[src/rtl/snn_pkg.sv]
// snn_pkg
// Shared definitions for the spiking-network datapath: the LIF layer state
// encoding and the default geometry constants. The MVM accelerator also
// imports this package, so its row count and result width must stay in
// step with the LIF layer defaults below.
// No ports (package).
package snn_pkg;

    // Phases of the LIF layer: gather one row result per neuron, sweep
    // the neurons through the shared update unit, then hold the spikes
    // until the consumer takes them.
    typedef enum logic [1:0] {
        COLLECT = 2'd0,
        UPDATE  = 2'd1,
        PRESENT = 2'd2
    } lif_state_t;

    localparam int DEF_NEURONS    = 4;
    localparam int DEF_VWIDTH     = 10;
    localparam int DEF_THRESHOLD  = 128;
    localparam int DEF_LEAK_SHIFT = 3;

    // Geometry of the upstream MVM accelerator.
    localparam int MVM_ROWS    = 4;
    localparam int MVM_VALUE_W = 8;

endpackage

[src/rtl/lif_update.sv]
// lif_update
// Combinational leaky integrate-and-fire step for a single neuron. The top
// level owns one copy and time-multiplexes it over all neurons.
//
// Ports:
//   v         - current membrane potential (unsigned, VWIDTH bits)
//   in_val    - 8-bit synaptic input for this timestep
//   threshold - firing threshold
//   v_next    - membrane potential to store back
//   spike     - neuron fires this timestep
//
// Configuration macro: LIF_SOFT_RESET_EN
//   defined   -> after a spike the membrane keeps the residue above threshold
//   undefined -> after a spike the membrane is forced to zero
module lif_update
    import snn_pkg::*;
#(
    parameter int VWIDTH     = DEF_VWIDTH,
    parameter int LEAK_SHIFT = DEF_LEAK_SHIFT
) (
    input  logic [VWIDTH-1:0] v,
    input  logic [7:0]        in_val,
    input  logic [VWIDTH-1:0] threshold,
    output logic [VWIDTH-1:0] v_next,
    output logic              spike
);

    localparam logic [VWIDTH:0] VMAX = {1'b0, {VWIDTH{1'b1}}};

    logic [VWIDTH-1:0] leaked;
    logic [VWIDTH:0]   sum;
    logic [VWIDTH-1:0] vn;

    // Leak first (a shift of zero drains the whole membrane), then add the
    // input one bit wider than the membrane so the saturation test can see
    // the carry, clamp, and compare against the threshold.
    always_comb begin
        leaked = v - (v >> LEAK_SHIFT);
        sum    = {1'b0, leaked} + {{(VWIDTH + 1 - 8){1'b0}}, in_val};
        vn     = (sum > VMAX) ? {VWIDTH{1'b1}} : sum[VWIDTH-1:0];
        spike  = (vn >= threshold);
`ifdef LIF_SOFT_RESET_EN
        v_next = spike ? (vn - threshold) : vn;
`else
        v_next = spike ? '0 : vn;
`endif
    end

endmodule

[src/rtl/lif_spike_layer.sv]
// lif_spike_layer
// Integrates the per-row 8-bit results of the sparse MVM accelerator into
// leaky integrate-and-fire membranes (one neuron per matrix row) and
// presents one spike vector per timestep.
//
// Ports:
//   clk, rst_n   - clock and asynchronous active-low reset
//   output_val   - MVM row result, valid on each level change of sending_out
//   sending_out  - MVM toggle strobe (must reset to 0 along with this block)
//   clear        - synchronous clear of membranes, buffer and collection
//   spike_ready  - consumer accepts spike_train
//   spike_train  - spikes of the last timestep (kept after acceptance)
//   spike_valid  - spike_train is new and not yet accepted
//   timestep     - number of accepted timesteps, wraps at 255
//   overflow     - sticky: a strobe arrived while not collecting
//
// Configuration macro: LIF_SOFT_RESET_EN (soft membrane reset on spike,
// implemented inside lif_update).
module lif_spike_layer
    import snn_pkg::*;
#(
    parameter int NEURONS    = DEF_NEURONS,
    parameter int VWIDTH     = DEF_VWIDTH,
    parameter int THRESHOLD  = DEF_THRESHOLD,
    parameter int LEAK_SHIFT = DEF_LEAK_SHIFT
) (
    input  logic               clk,
    input  logic               rst_n,
    input  logic [7:0]         output_val,
    input  logic               sending_out,
    input  logic               clear,
    input  logic               spike_ready,
    output logic [NEURONS-1:0] spike_train,
    output logic               spike_valid,
    output logic [7:0]         timestep,
    output logic               overflow
);

    localparam int              IDXW = (NEURONS > 1) ? $clog2(NEURONS) : 1;
    localparam logic [IDXW-1:0] LAST = IDXW'(NEURONS - 1);
    localparam logic [VWIDTH-1:0] THR = VWIDTH'(THRESHOLD);

    lif_state_t state;
    lif_state_t state_next;

    logic               tog_q;
    logic               stb;
    logic [IDXW-1:0]    idx;
    logic [IDXW-1:0]    k;
    logic [7:0]         in_buf [NEURONS];
    logic [VWIDTH-1:0]  v_mem  [NEURONS];
    logic [NEURONS-1:0] spk;
    logic [NEURONS-1:0] spk_now;
    logic [VWIDTH-1:0]  v_next;
    logic               fire;

    // Every level change of sending_out is one delivered row; the value is
    // taken on the same edge the change is seen.
    assign stb = sending_out ^ tog_q;

    lif_update #(
        .VWIDTH     (VWIDTH),
        .LEAK_SHIFT (LEAK_SHIFT)
    ) u_update (
        .v         (v_mem[k]),
        .in_val    (in_buf[k]),
        .threshold (THR),
        .v_next    (v_next),
        .spike     (fire)
    );

    // The spike vector including the neuron being updated this cycle, so
    // the last neuron's result reaches spike_train on the same edge.
    always_comb begin
        spk_now    = spk;
        spk_now[k] = fire;
    end

    // Phase sequencing: leave COLLECT on the capture of the last row, sweep
    // every neuron once in UPDATE, and wait in PRESENT for the handshake.
    // clear always returns to COLLECT.
    always_comb begin
        state_next = state;
        case (state)
            COLLECT: if (stb && idx == LAST) state_next = UPDATE;
            UPDATE:  if (k == LAST)          state_next = PRESENT;
            PRESENT: if (spike_ready)        state_next = COLLECT;
            default:                         state_next = COLLECT;
        endcase
        if (clear) state_next = COLLECT;
    end

    // State register.
    always_ff @(posedge clk or negedge rst_n) begin
        if (!rst_n) state <= COLLECT;
        else        state <= state_next;
    end

    // Datapath: row capture, time-multiplexed membrane update, spike
    // presentation and the sticky overflow flag. A strobe that arrives
    // outside COLLECT, including on the accepting edge, is dropped so the
    // next timestep always starts at row 0.
    always_ff @(posedge clk or negedge rst_n) begin
        if (!rst_n) begin
            tog_q       <= 1'b0;
            idx         <= '0;
            k           <= '0;
            spk         <= '0;
            spike_train <= '0;
            spike_valid <= 1'b0;
            timestep    <= '0;
            overflow    <= 1'b0;
            for (int i = 0; i < NEURONS; i++) begin
                in_buf[i] <= '0;
                v_mem[i]  <= '0;
            end
        end else if (clear) begin
            tog_q       <= sending_out;
            idx         <= '0;
            k           <= '0;
            spike_valid <= 1'b0;
            overflow    <= 1'b0;
            for (int i = 0; i < NEURONS; i++) begin
                in_buf[i] <= '0;
                v_mem[i]  <= '0;
            end
        end else begin
            tog_q <= sending_out;
            if (stb && state != COLLECT) overflow <= 1'b1;
            case (state)
                COLLECT: begin
                    if (stb) begin
                        in_buf[idx] <= output_val;
                        if (idx == LAST) begin
                            idx <= '0;
                            k   <= '0;
                        end else begin
                            idx <= idx + IDXW'(1);
                        end
                    end
                end
                UPDATE: begin
                    v_mem[k] <= v_next;
                    spk      <= spk_now;
                    if (k == LAST) begin
                        k           <= '0;
                        spike_train <= spk_now;
                        spike_valid <= 1'b1;
                    end else begin
                        k <= k + IDXW'(1);
                    end
                end
                PRESENT: begin
                    if (spike_ready) begin
                        spike_valid <= 1'b0;
                        timestep    <= timestep + 8'd1;
                    end
                end
                default: ;
            endcase
        end
    end

endmodule

[config.mk]
export PLATFORM = sky130hd
export DESIGN_NAME = lif_spike_layer
export DESIGN_NICKNAME = d
export VERILOG_FILES = /design/src/rtl/snn_pkg.sv /design/src/rtl/lif_update.sv /design/src/rtl/lif_spike_layer.sv
export SDC_FILE = /design/constraint.sdc
export NUM_CORES = 1
export LEC_CHECK = 0
export BUFFER_PORTS_ARGS = -buffer_cell sky130_fd_sc_hd__buf_2
export CORE_MARGIN = 5
export CORE_UTILIZATION = 50
export CTS_CLUSTER_DIAMETER = 30
export DETAILED_ROUTE_END_ITERATION = 7
export GPL_TIMING_DRIVEN = 1
export PLACE_DENSITY_LB_ADDON = 0.12
export SYNTH_ARGS = -nofsm -noshare
export SYNTH_HDL_FRONTEND = slang
export SYNTH_HIERARCHICAL = 1
export SYNTH_SLANG_ARGS = --single-unit
[constraint.sdc]
create_clock -name clk -period 9.3 [get_ports clk]
set_input_delay 0.93 -clock clk [delete_from_list [all_inputs] [get_ports clk]]
set_output_delay 0.93 -clock clk [all_outputs]
set_load 0.02 [all_outputs]
==> results of run 1 <==
## worst max-delay path: stages, from the launching register on
cell and delay [ps]:
dfrtp_1 520, buf_4 390, mux4_2 570, ha_1 230, fa_1 400, and2b_1 270, o21bai_4 80, nand2_1 70
a21oi_1 70, xnor2_1 130, ha_1 320, o21ai_0 220, nor2_1 80, a211o_1 360, nand3_2 240, nand2_1 90
ha_1 190, a21o_1 150, a211o_1 290, a41o_1 210, a21oi_1 140, o21ai_1 120, buf_4 210, a21oi_1 360
mux2i_1 140, nor2_1 120
## registers in the layout, indices dropped and copies added (netlist names)
| register | cells |
|---|---|
| idx | 2 |
| in_buf | 32 |
| k | 2 |
| overflow | 1 |
| spike_train | 4 |
| spike_valid | 1 |
| spk | 3 |
| state | 2 |
| timestep | 8 |
| tog_q | 1 |
| v_mem | 40 |
## report_power, final
group          internal, mW  leakage (nW)  switching, mW  total (mW)
Sequential            0.427          1.33        0.00655       0.433
Combinational        0.0424          1.75         0.0681       0.110
Clock                 0.222         0.144          0.158       0.380
## final cells by class
| type | count | share of cell area |
|---|---|---|
| Sequential cell | 96 | 0.384 |
| Multi-Input combinational cell | 361 | 0.493 |
| Timing Repair Buffer | 31 | 0.0272 |
| Clock inverter | 4 | 0.00861 |
| Tap cell | 143 | 0.0286 |
| Inverter | 30 | 0.0180 |
| Clock buffer | 11 | 0.0404 |
## logic make-up after synthesis
| logic type | share of synthesized area |
|---|---|
| flops | 0.422 |
| xor+xnor | 0.0378 |
| buf+inv | 0.0418 |
| simple gates | 0.122 |
| other cells | 0.00132 |
| mux | 0.157 |
| compound gates | 0.134 |
| fa+ha+maj | 0.0840 |
## metal layers
metal,vias up,share of wire,global-route usage
met5,-,0,0
li1,1856,-,-
met1,1973,0.48,0.290
met3,14,0.036,0.0358
met4,0,0.015,0.0558
met2,62,0.47,0.311
## layout by cell type, fill, tap and decap left out, types with 5 or more instances in the layout
master      n
o21ai_0     8
a21o_1      5
a21oi_1    25
mux2i_1    43
inv_1      30
clkbuf_16   9
buf_2      25
a22o_1     32
mux2_2      5
ha_1       35
a21oi_2     5
buf_4       6
conb_1     10
nand2_1    20
xor2_1      6
nand3b_1    6
mux4_2     18
xnor2_1    13
nor2_1     59
dfrtp_1    96
## how the worst min path moves through the flow
stage           startpoint  slack (ps)  cells past startpoint           to
6_report       timestep[7]         480                      1  timestep[7]
5_1_grt        timestep[5]         510                      1  timestep[5]
4_1_cts        timestep[7]         490                      1  timestep[7]
3_5_place_dp   timestep[7]         470                      1  timestep[7]
3_3_place_gp   timestep[7]         460                      1  timestep[7]
2_1_floorplan   in_buf[10]         470                      1   in_buf[10]
==> impl_metrics.py, run 1 <==
metrics = {
    "synth": {
        "yosys_register_bits": 96,
        "synthCells": 502,
        "synth.distinct_cells": 61,
        "post-synth-top-count-cell": "dfrtp_1",
        "synth_largest_area_cell": "dfrtp_1",
        "synth-edff-count": 0,
        "ys.flop_type": "dfrtp_1",
        "yosys_warnings": 6,
        "syn_area_um2": 5690,
        "synth.avg_cell_area_um2": 11.3,
        "ys_top_cells_by_count": "dfrtp_1 (96), nor2_1 (59), mux2i_1 (43)",
        "ys_seq_area_frac": 0.422,
        "synth_area_leaders": "dfrtp_1 (42%), ha_1 (7.7%), mux2i_1 (7.6%), mux4_2 (7.1%), a22o_1 (4.9%)",
        "synth_top_area_share": 0.422,
        "synth_async_sr_flop_share": 1.00,
    },
    "timing": {
        "rsz0062_at_grt": "false",
        "period_minus_slack_ps": 6050,
        "setup-violations-final": 0,
        "clock_skew_ps": 9.89,
        "fin_crit_sh": 0.651,
        "hold_ws_ps": 479,
        "hold_viol_final": 0,
        "worst_slew_pin_slew_ps": 1100,
        "tns_ps": 0,
        "max_slew_margin": 0.264,
        "drv_slew": 0,
        "fmax_mhz": 165,
        "finalWorstSetupSlack_ps": 3250,
    },
    "floorplan": {
        "io_pins": 27,
        "die_w_um": 117,
        "core_um2": 11300,
        "die_h_um": 117,
        "die_area_um2": 13600,
        "start_util": 0.505,
        "placement_rows": 39,
    },
    "worst_setup_path": {
        "regToRegSetupSlack_ps": 3250,
        "r2r-end": "v_mem[32]",
        "worstPathMaxFanout": 16,
        "reg2regPathDepth": 25,
        "r2r_start": "k[0]",
        "startpoint_type": "flip-flop",
        "crit_start": "k[0]",
        "required_ps": 9570,
        "cp-end-kind": "flip-flop",
        "crit_arrival_ps": 6320,
        "path_class": "flip-flop to flip-flop",
        "cp-endpoint": "v_mem[32]",
    },
    "clock_network": {
        "cts-root-buf": "clkbuf_16",
        "clk_pin_slew_worst_paths_ps": 60,
        "post_cts_buffers": 0,
        "postCtsHoldBufs": 0,
        "clk_latency_ps": 350,
        "cts_max_path_buffers": 2,
        "cts_resized": 0,
        "cts_made_buffers": 9,
        "cts.sinks": 96,
        "cts_tree": "done",
        "htreeDepth": 3,
    },
    "layout": {
        "drive_gt1_frac": 0.169,
        "area_delta_synth_final_pct": 9.85,
        "finalInstanceArea_um2": 6250,
        "multi_input_area_um2": 3080,
        "instances_no_fill": 676,
        "nNetsFinal": 579,
        "fill_cells": 978,
        "seqCellArea_um2": 2400,
        "diodes": 0,
        "post-route-util": 0.554,
    },
    "detailed_routing": {
        "drt_iter0_drc": 288,
        "via_count": 3905,
        "routed_wl_um": 12100,
        "via_per_inst": 5.78,
        "drc": 0,
        "drtPass1Iterations": 4,
        "route.detailed.wl_per_inst_um": 18.0,
        "antenna_left": 0,
    },
    "grt": {
        "grt_max_degree": 63,
        "grt_pass1_vias": 4111,
        "grt_pass1_wl_um": 21100,
        "grt-ovfl-total": 0,
        "grt_util_all_layers": 0.200,
        "grt_antenna_before_repair": 0,
    },
    "placed_design": {
        "gp_congestion": 0.836,
        "io_buffers": 26,
        "dpl_cell_area_um2": 5940,
        "dpl.hpwl_um": 8590,
        "dp.cells": 661,
        "post-place-ws_ps": 3280,
    },
    "power": {
        "p_total_mw": 0.924,
        "ir_drop_uv": 88.7,
        "leakage_nw": 3.22,
        "power_per_cell_area_nw_per_um2": 148,
    },
    "status": {
        "status": "complete, no violations",
    },
    "hold_path": {
        "hp-class": "flip-flop to flip-flop",
    },
    "run": {
        "maxCapViolations": 0,
    },
}
No activity file was read; power rests on OpenSTA's default activity.
==> run 2, diff against run 1 <==
clock period = 6 ns   (was 9.3 ns; I/O delays follow)
==> run 2 against run 1 <==
  * Non-clock buffer count grew 3
  * Highest routed layer unchanged
  * Sequential cell count is the same
  * Hold slack lost 250 ps
  * Wire length shrank 2.6%
  * Via count shrank 1.7%
  * First-iteration DRC count shrank 30%
  * Power grew 56%
  * Utilization grew 0.47 points
  * Sequential power grew 55%
  * Clock power grew 57%
  * Largest power group unchanged
  * Largest cell class unchanged
  * Critical path type unchanged
==> impl_metrics.py, run 2 (same netlist as run 1, synthesis figures left out) <==
metrics = {
    "status": {
        "status": "complete, no violations",
    },
    "timing": {
        "drv_slew": 0,
        "rsz0062_at_grt": "false",
        "worst_slew_pin_slew_ps": 1040,
        "hold_viol_final": 0,
        "tns_ps": 0,
        "clock_skew_ps": 7.49,
        "setup-violations-final": 0,
        "max_slew_margin": 0.304,
        "fin_crit_sh": 0.937,
        "period_minus_slack_ps": 5620,
        "fmax_mhz": 178,
    },
    "grt": {
        "grt_pass1_wl_um": 20300,
        "grt_antenna_before_repair": 0,
        "grt-ovfl-total": 0,
        "grt_pass1_vias": 3972,
        "grt_max_degree": 58,
        "grt_util_all_layers": 0.192,
    },
    "worst_setup_path": {
        "worstPathMaxFanout": 17,
        "path_class": "flip-flop to flip-flop",
        "required_ps": 6260,
        "crit_arrival_ps": 5880,
        "reg2regPathDepth": 26,
        "cp-end-kind": "flip-flop",
        "r2r-end": "v_mem[29]",
        "r2r_start": "k[0]",
        "regToRegSetupSlack_ps": 380,
        "startpoint_type": "flip-flop",
    },
    "clock_network": {
        "cts_resized": 0,
        "cts-root-buf": "clkbuf_16",
        "htreeDepth": 3,
        "clk_latency_ps": 350,
        "cts_tree": "done",
        "clk_pin_slew_worst_paths_ps": 60,
        "cts_made_buffers": 9,
        "cts.sinks": 96,
        "cts_max_path_buffers": 2,
        "post_cts_buffers": 0,
        "postCtsHoldBufs": 0,
    },
    "layout": {
        "instances_no_fill": 679,
        "final_cell_mix": "dfrtp_1 (94), nor2_1 (59), mux2i_1 (43)",
        "area_delta_synth_final_pct": 10.8,
        "multi_input_area_um2": 3110,
        "fill_cells": 957,
        "diodes": 0,
        "largest_reg_flops": 40,
        "top_register": "v_mem",
        "final_common_cell": "dfrtp_1",
        "nNetsFinal": 582,
        "finalInstanceArea_um2": 6300,
        "drive_gt1_frac": 0.172,
        "seqCellArea_um2": 2400,
        "reg.largest.list": "v_mem: 40 flops, in_buf: 32 flops, timestep: 8 flops",
    },
    "power": {
        "p_sw_frac": 0.242,
        "p_switching_mw": 0.349,
        "power_frac_seq": 0.467,
        "p_total_mw": 1.44,
        "p_comb_frac": 0.121,
        "power_per_cell_area_nw_per_um2": 229,
        "leakage_nw": 3.24,
        "clkPwrFrac": 0.413,
        "ir_drop_uv": 141,
        "intPower_mw": 1.09,
    },
    "placed_design": {
        "dpl.hpwl_um": 8590,
        "dp.cells": 664,
        "gp_congestion": 0.890,
        "dpl_cell_area_um2": 5970,
        "io_buffers": 26,
    },
    "detailed_routing": {
        "via_count": 3838,
        "antenna_left": 0,
        "routed_wl_um": 11800,
        "drc": 0,
        "route.detailed.wl_per_inst_um": 17.4,
        "via_per_inst": 5.65,
        "drtPass1Iterations": 4,
        "drt_iter0_drc": 201,
    },
    "floorplan": {
        "die_area_um2": 13600,
        "core_um2": 11300,
        "die_w_um": 117,
        "io_pins": 27,
        "die_h_um": 117,
        "start_util": 0.505,
        "placement_rows": 39,
    },
    "hold_path": {
        "hp-class": "primary input to async pin",
    },
    "run": {
        "maxCapViolations": 0,
    },
}
-- run 2: worst max path at each step --
stage | startpoint | to | slack [ps] | cells past startpoint
final | k[0] | v_mem[29] | 380 | 26
after global routing | k[0] | v_mem[9] | 10 | 26
after CTS | k[0] | v_mem[29] | 170 | 26
after detailed placement | k[0] | v_mem[29] | 210 | 26
after global placement | k[0] | v_mem[19] | 320 | 24
after floorplan | k[0] | v_mem[19] | 660 | 26
-- run 2: metrics by stage --
step	hold WS, ps	setup WS [ps]	utilization
finish	229	379	0.559
global placement	461	320	0.529
CTS	242	168	0.556
floorplan	304	656	-
detailed placement	462	206	0.529
global route	266	14.7	0.559
-- run 2: power groups by stage --
| stage | combinational [mW] | clock (mW) | sequential [mW] |
|---|---|---|---|
| 5_1_grt | 0.195 | 0.639 | 0.673 |
| 3_5_place_dp | 0.173 | 0 | 0.684 |
| 3_3_place_gp | 0.170 | 0 | 0.683 |
| 6_report | 0.174 | 0.595 | 0.672 |
| 4_1_cts | 0.174 | 0.610 | 0.672 |
| 2_1_floorplan | 0.118 | 0 | 0.681 |
-- run 2: final cells by class --
type | count | area share
Tap cell | 143 | 0.0284
Sequential cell | 96 | 0.382
Clock buffer | 12 | 0.0375
Clock inverter | 3 | 0.0107
Inverter | 30 | 0.0179
Multi-Input combinational cell | 361 | 0.493
Timing Repair Buffer | 34 | 0.0312
-- run 2: worst max-delay path, stage by stage, from the launching register on --
cell and delay [ps]:
dfrtp_2 410, buf_6 190, mux4_2 510, inv_1 70, ha_1 180, fa_1 210
and2b_1 220, o21bai_4 160, nand2_1 70, a21oi_1 180, xnor2_1 160, ha_1 290
o21ai_0 220, nor2_1 80, a211o_1 380, nand3_4 190, nand2_1 100, ha_1 190
a21o_1 150, a211o_1 300, a41o_1 210, a21oi_1 120, o21ai_1 80, buf_4 220
a311oi_4 380, mux2i_1 130, nor2_1 130
-- run 2: per-layer routing --
layer,track usage,vias up,wire (um)
met2,0.303,56,5510
met4,0.0627,0,166
met5,0,-,0
met3,0.0301,12,399
li1,-,1864,-
met1,0.272,1906,5750
==> run 3, diff against run 2 <==
CORE_UTILIZATION = 45   (was 50)
==> run 3 against run 2 <==
  * Clock skew about the same
  * Critical path depth down 1
  * Largest power group unchanged
  * Global-route usage fell by 1.0 points
  * Clock power is 3% higher
  * Largest cell class unchanged
  * Critical endpoint is now v_mem[12]
  * Die area increased by 10%
  * First-iteration DRC count decreased by 1.0%
  * Final cell count rose by 5.0%
  * Sequential share of layout area is 0.52 points lower
==> impl_metrics.py, run 3 (same netlist as run 1, synthesis figures left out) <==
metrics = {
    "status": {
        "status": "complete, no violations",
    },
    "timing": {
        "worst_slew_pin_slew_ps": 922,
        "clock_skew_ps": 7.47,
        "setup-violations-final": 0,
        "fmax_mhz": 178,
        "tns_ps": 0,
        "max_slew_margin": 0.382,
        "hold_viol_final": 0,
        "drv_slew": 0,
        "fin_crit_sh": 0.937,
        "period_minus_slack_ps": 5620,
    },
    "detailed_routing": {
        "drt_iter0_drc": 199,
        "antenna_left": 0,
        "drc": 0,
        "drtPass1Iterations": 4,
        "routed_wl_um": 12500,
        "via_count": 3906,
        "via_per_inst": 5.48,
        "route.detailed.wl_per_inst_um": 17.5,
    },
    "power": {
        "p_total_mw": 1.46,
        "p_sw_frac": 0.247,
        "intPower_mw": 1.10,
        "power_per_cell_area_nw_per_um2": 229,
        "p_comb_frac": 0.123,
        "clkPwrFrac": 0.417,
        "p_switching_mw": 0.360,
        "ir_drop_uv": 147,
        "power_frac_seq": 0.459,
        "leakage_nw": 3.29,
    },
    "worst_setup_path": {
        "worstPathMaxFanout": 11,
        "critPathMaxStageDelay_ps": 540,
        "r2r-end": "v_mem[12]",
        "regToRegSetupSlack_ps": 380,
        "cp_top_family": "compound AO/OA/AOI/OAI gates",
        "slowest_stage": "mux4_2",
        "r2r_start": "k[0]",
        "path_buf_inv": 3,
        "startpoint_type": "flip-flop",
        "required_ps": 6270,
        "cp-end-kind": "flip-flop",
        "crit_arrival_ps": 5890,
        "path_class": "flip-flop to flip-flop",
        "reg2regPathDepth": 25,
    },
    "clock_network": {
        "clk_pin_slew_worst_paths_ps": 60,
        "cts_tree": "done",
        "cts_max_path_buffers": 2,
        "clk_latency_ps": 350,
        "cts-root-buf": "clkbuf_16",
        "htreeDepth": 3,
        "cts_made_buffers": 9,
        "cts.sinks": 96,
    },
    "placed_design": {
        "gp_congestion": 0.766,
        "dpl.hpwl_um": 8840,
        "io_buffers": 26,
        "dpl_cell_area_um2": 6020,
    },
    "layout": {
        "reg.largest.list": "v_mem: 40 flops, in_buf: 32 flops, timestep: 8 flops",
        "top_register": "v_mem",
        "nNetsFinal": 588,
        "final_cell_mix": "dfrtp_1 (94), nor2_1 (59), mux2i_1 (43)",
        "largest_reg_flops": 40,
        "finalInstanceArea_um2": 6390,
        "final_common_cell": "dfrtp_1",
        "area_delta_synth_final_pct": 12.3,
        "diodes": 0,
        "drive_gt1_frac": 0.192,
    },
    "run": {
        "maxCapViolations": 0,
    },
    "floorplan": {
        "die_h_um": 122,
        "io_pins": 27,
        "start_util": 0.455,
        "placement_rows": 41,
        "die_area_um2": 15000,
        "die_w_um": 122,
        "core_um2": 12500,
    },
    "hold_path": {
        "hp-class": "primary input to async pin",
    },
    "grt": {
        "grt_pass1_wl_um": 21200,
        "grt_max_degree": 60,
        "grt-ovfl-total": 0,
        "grt_util_all_layers": 0.181,
        "grt_pass1_vias": 4024,
        "grt_antenna_before_repair": 0,
    },
}
==> run 3: cell count changes in the layout (fill, tap and decap cells not counted), moves of 2 or more <==
cell and delta:
buf_4 +7, clkbuf_1 -3, a211oi_2 +2, a21oi_1 -2, clkinv_2 +2
==> run 3: what timing repair did <==
action,in CTS,in global routing
pin swaps,1,2
gates resized for setup,0,9
setup endpoints to repair,1,47
endpoints found under the hold margin,0,0
hold buffers,0,0
buffers inserted,0,4
==> run 3: worst max path at each step <==
stage / startpoint / end / slack (ps) / cells past startpoint
4_1_cts: k[0] / v_mem[20] / 20 / 25
2_1_floorplan: k[0] / v_mem[19] / 660 / 26
3_5_place_dp: k[0] / v_mem[9] / 30 / 25
6_report: k[0] / v_mem[12] / 380 / 25
5_1_grt: k[0] / v_mem[9] / -20 / 26
3_3_place_gp: k[0] / v_mem[19] / 160 / 25
==> run 3: layout make-up <==
type,count,area (um^2)
timing repair buffer,40,238
clock buffer,10,239
inverter,30,113
clock inverter,4,70.1
tap,172,215
multi-input combinational,361,3110
fill,1174,6130
sequential,96,2400
==> run 3: worst register-to-register path, delay by kind of cell (launching register included) <==
| family | cells | cell delay [ps] |
|---|---|---|
| compound gates | 10 | 2300 |
| fa+ha+maj | 3 | 820 |
| mux | 2 | 670 |
| xor+xnor | 1 | 180 |
| simple gates | 6 | 590 |
| buf+inv | 3 | 550 |
| flops | 1 | 440 |
==> run 3: stage by stage <==
step | hold slack [ps] | cells | setup slack (ps) | util
after floorplan | 304 | 510 | 656 | -
after global placement | 459 | 695 | 162 | 0.481
after detailed placement | 461 | 695 | 34.2 | 0.481
after CTS | 218 | 709 | 21.6 | 0.505
after global routing | 253 | 713 | -23.5 | 0.510
final | 207 | 713 | 380 | 0.510
==> run 3: layer usage <==
metal | global-route usage | part of all wire | vias to the layer above
met5 | 0 | 0 | -
met4 | 0.0644 | 0.017 | 0
met3 | 0.0332 | 0.032 | 16
met2 | 0.276 | 0.47 | 63
met1 | 0.261 | 0.49 | 1960
li1 | - | - | 1867
==> run 3: power groups by stage <==
stage	clock (mW)	sequential [mW]	combinational, mW
2_1_floorplan	0	0.681	0.118
4_1_cts	0.626	0.671	0.177
5_1_grt	0.654	0.673	0.200
3_3_place_gp	0	0.683	0.173
6_report	0.610	0.672	0.180
3_5_place_dp	0	0.684	0.176
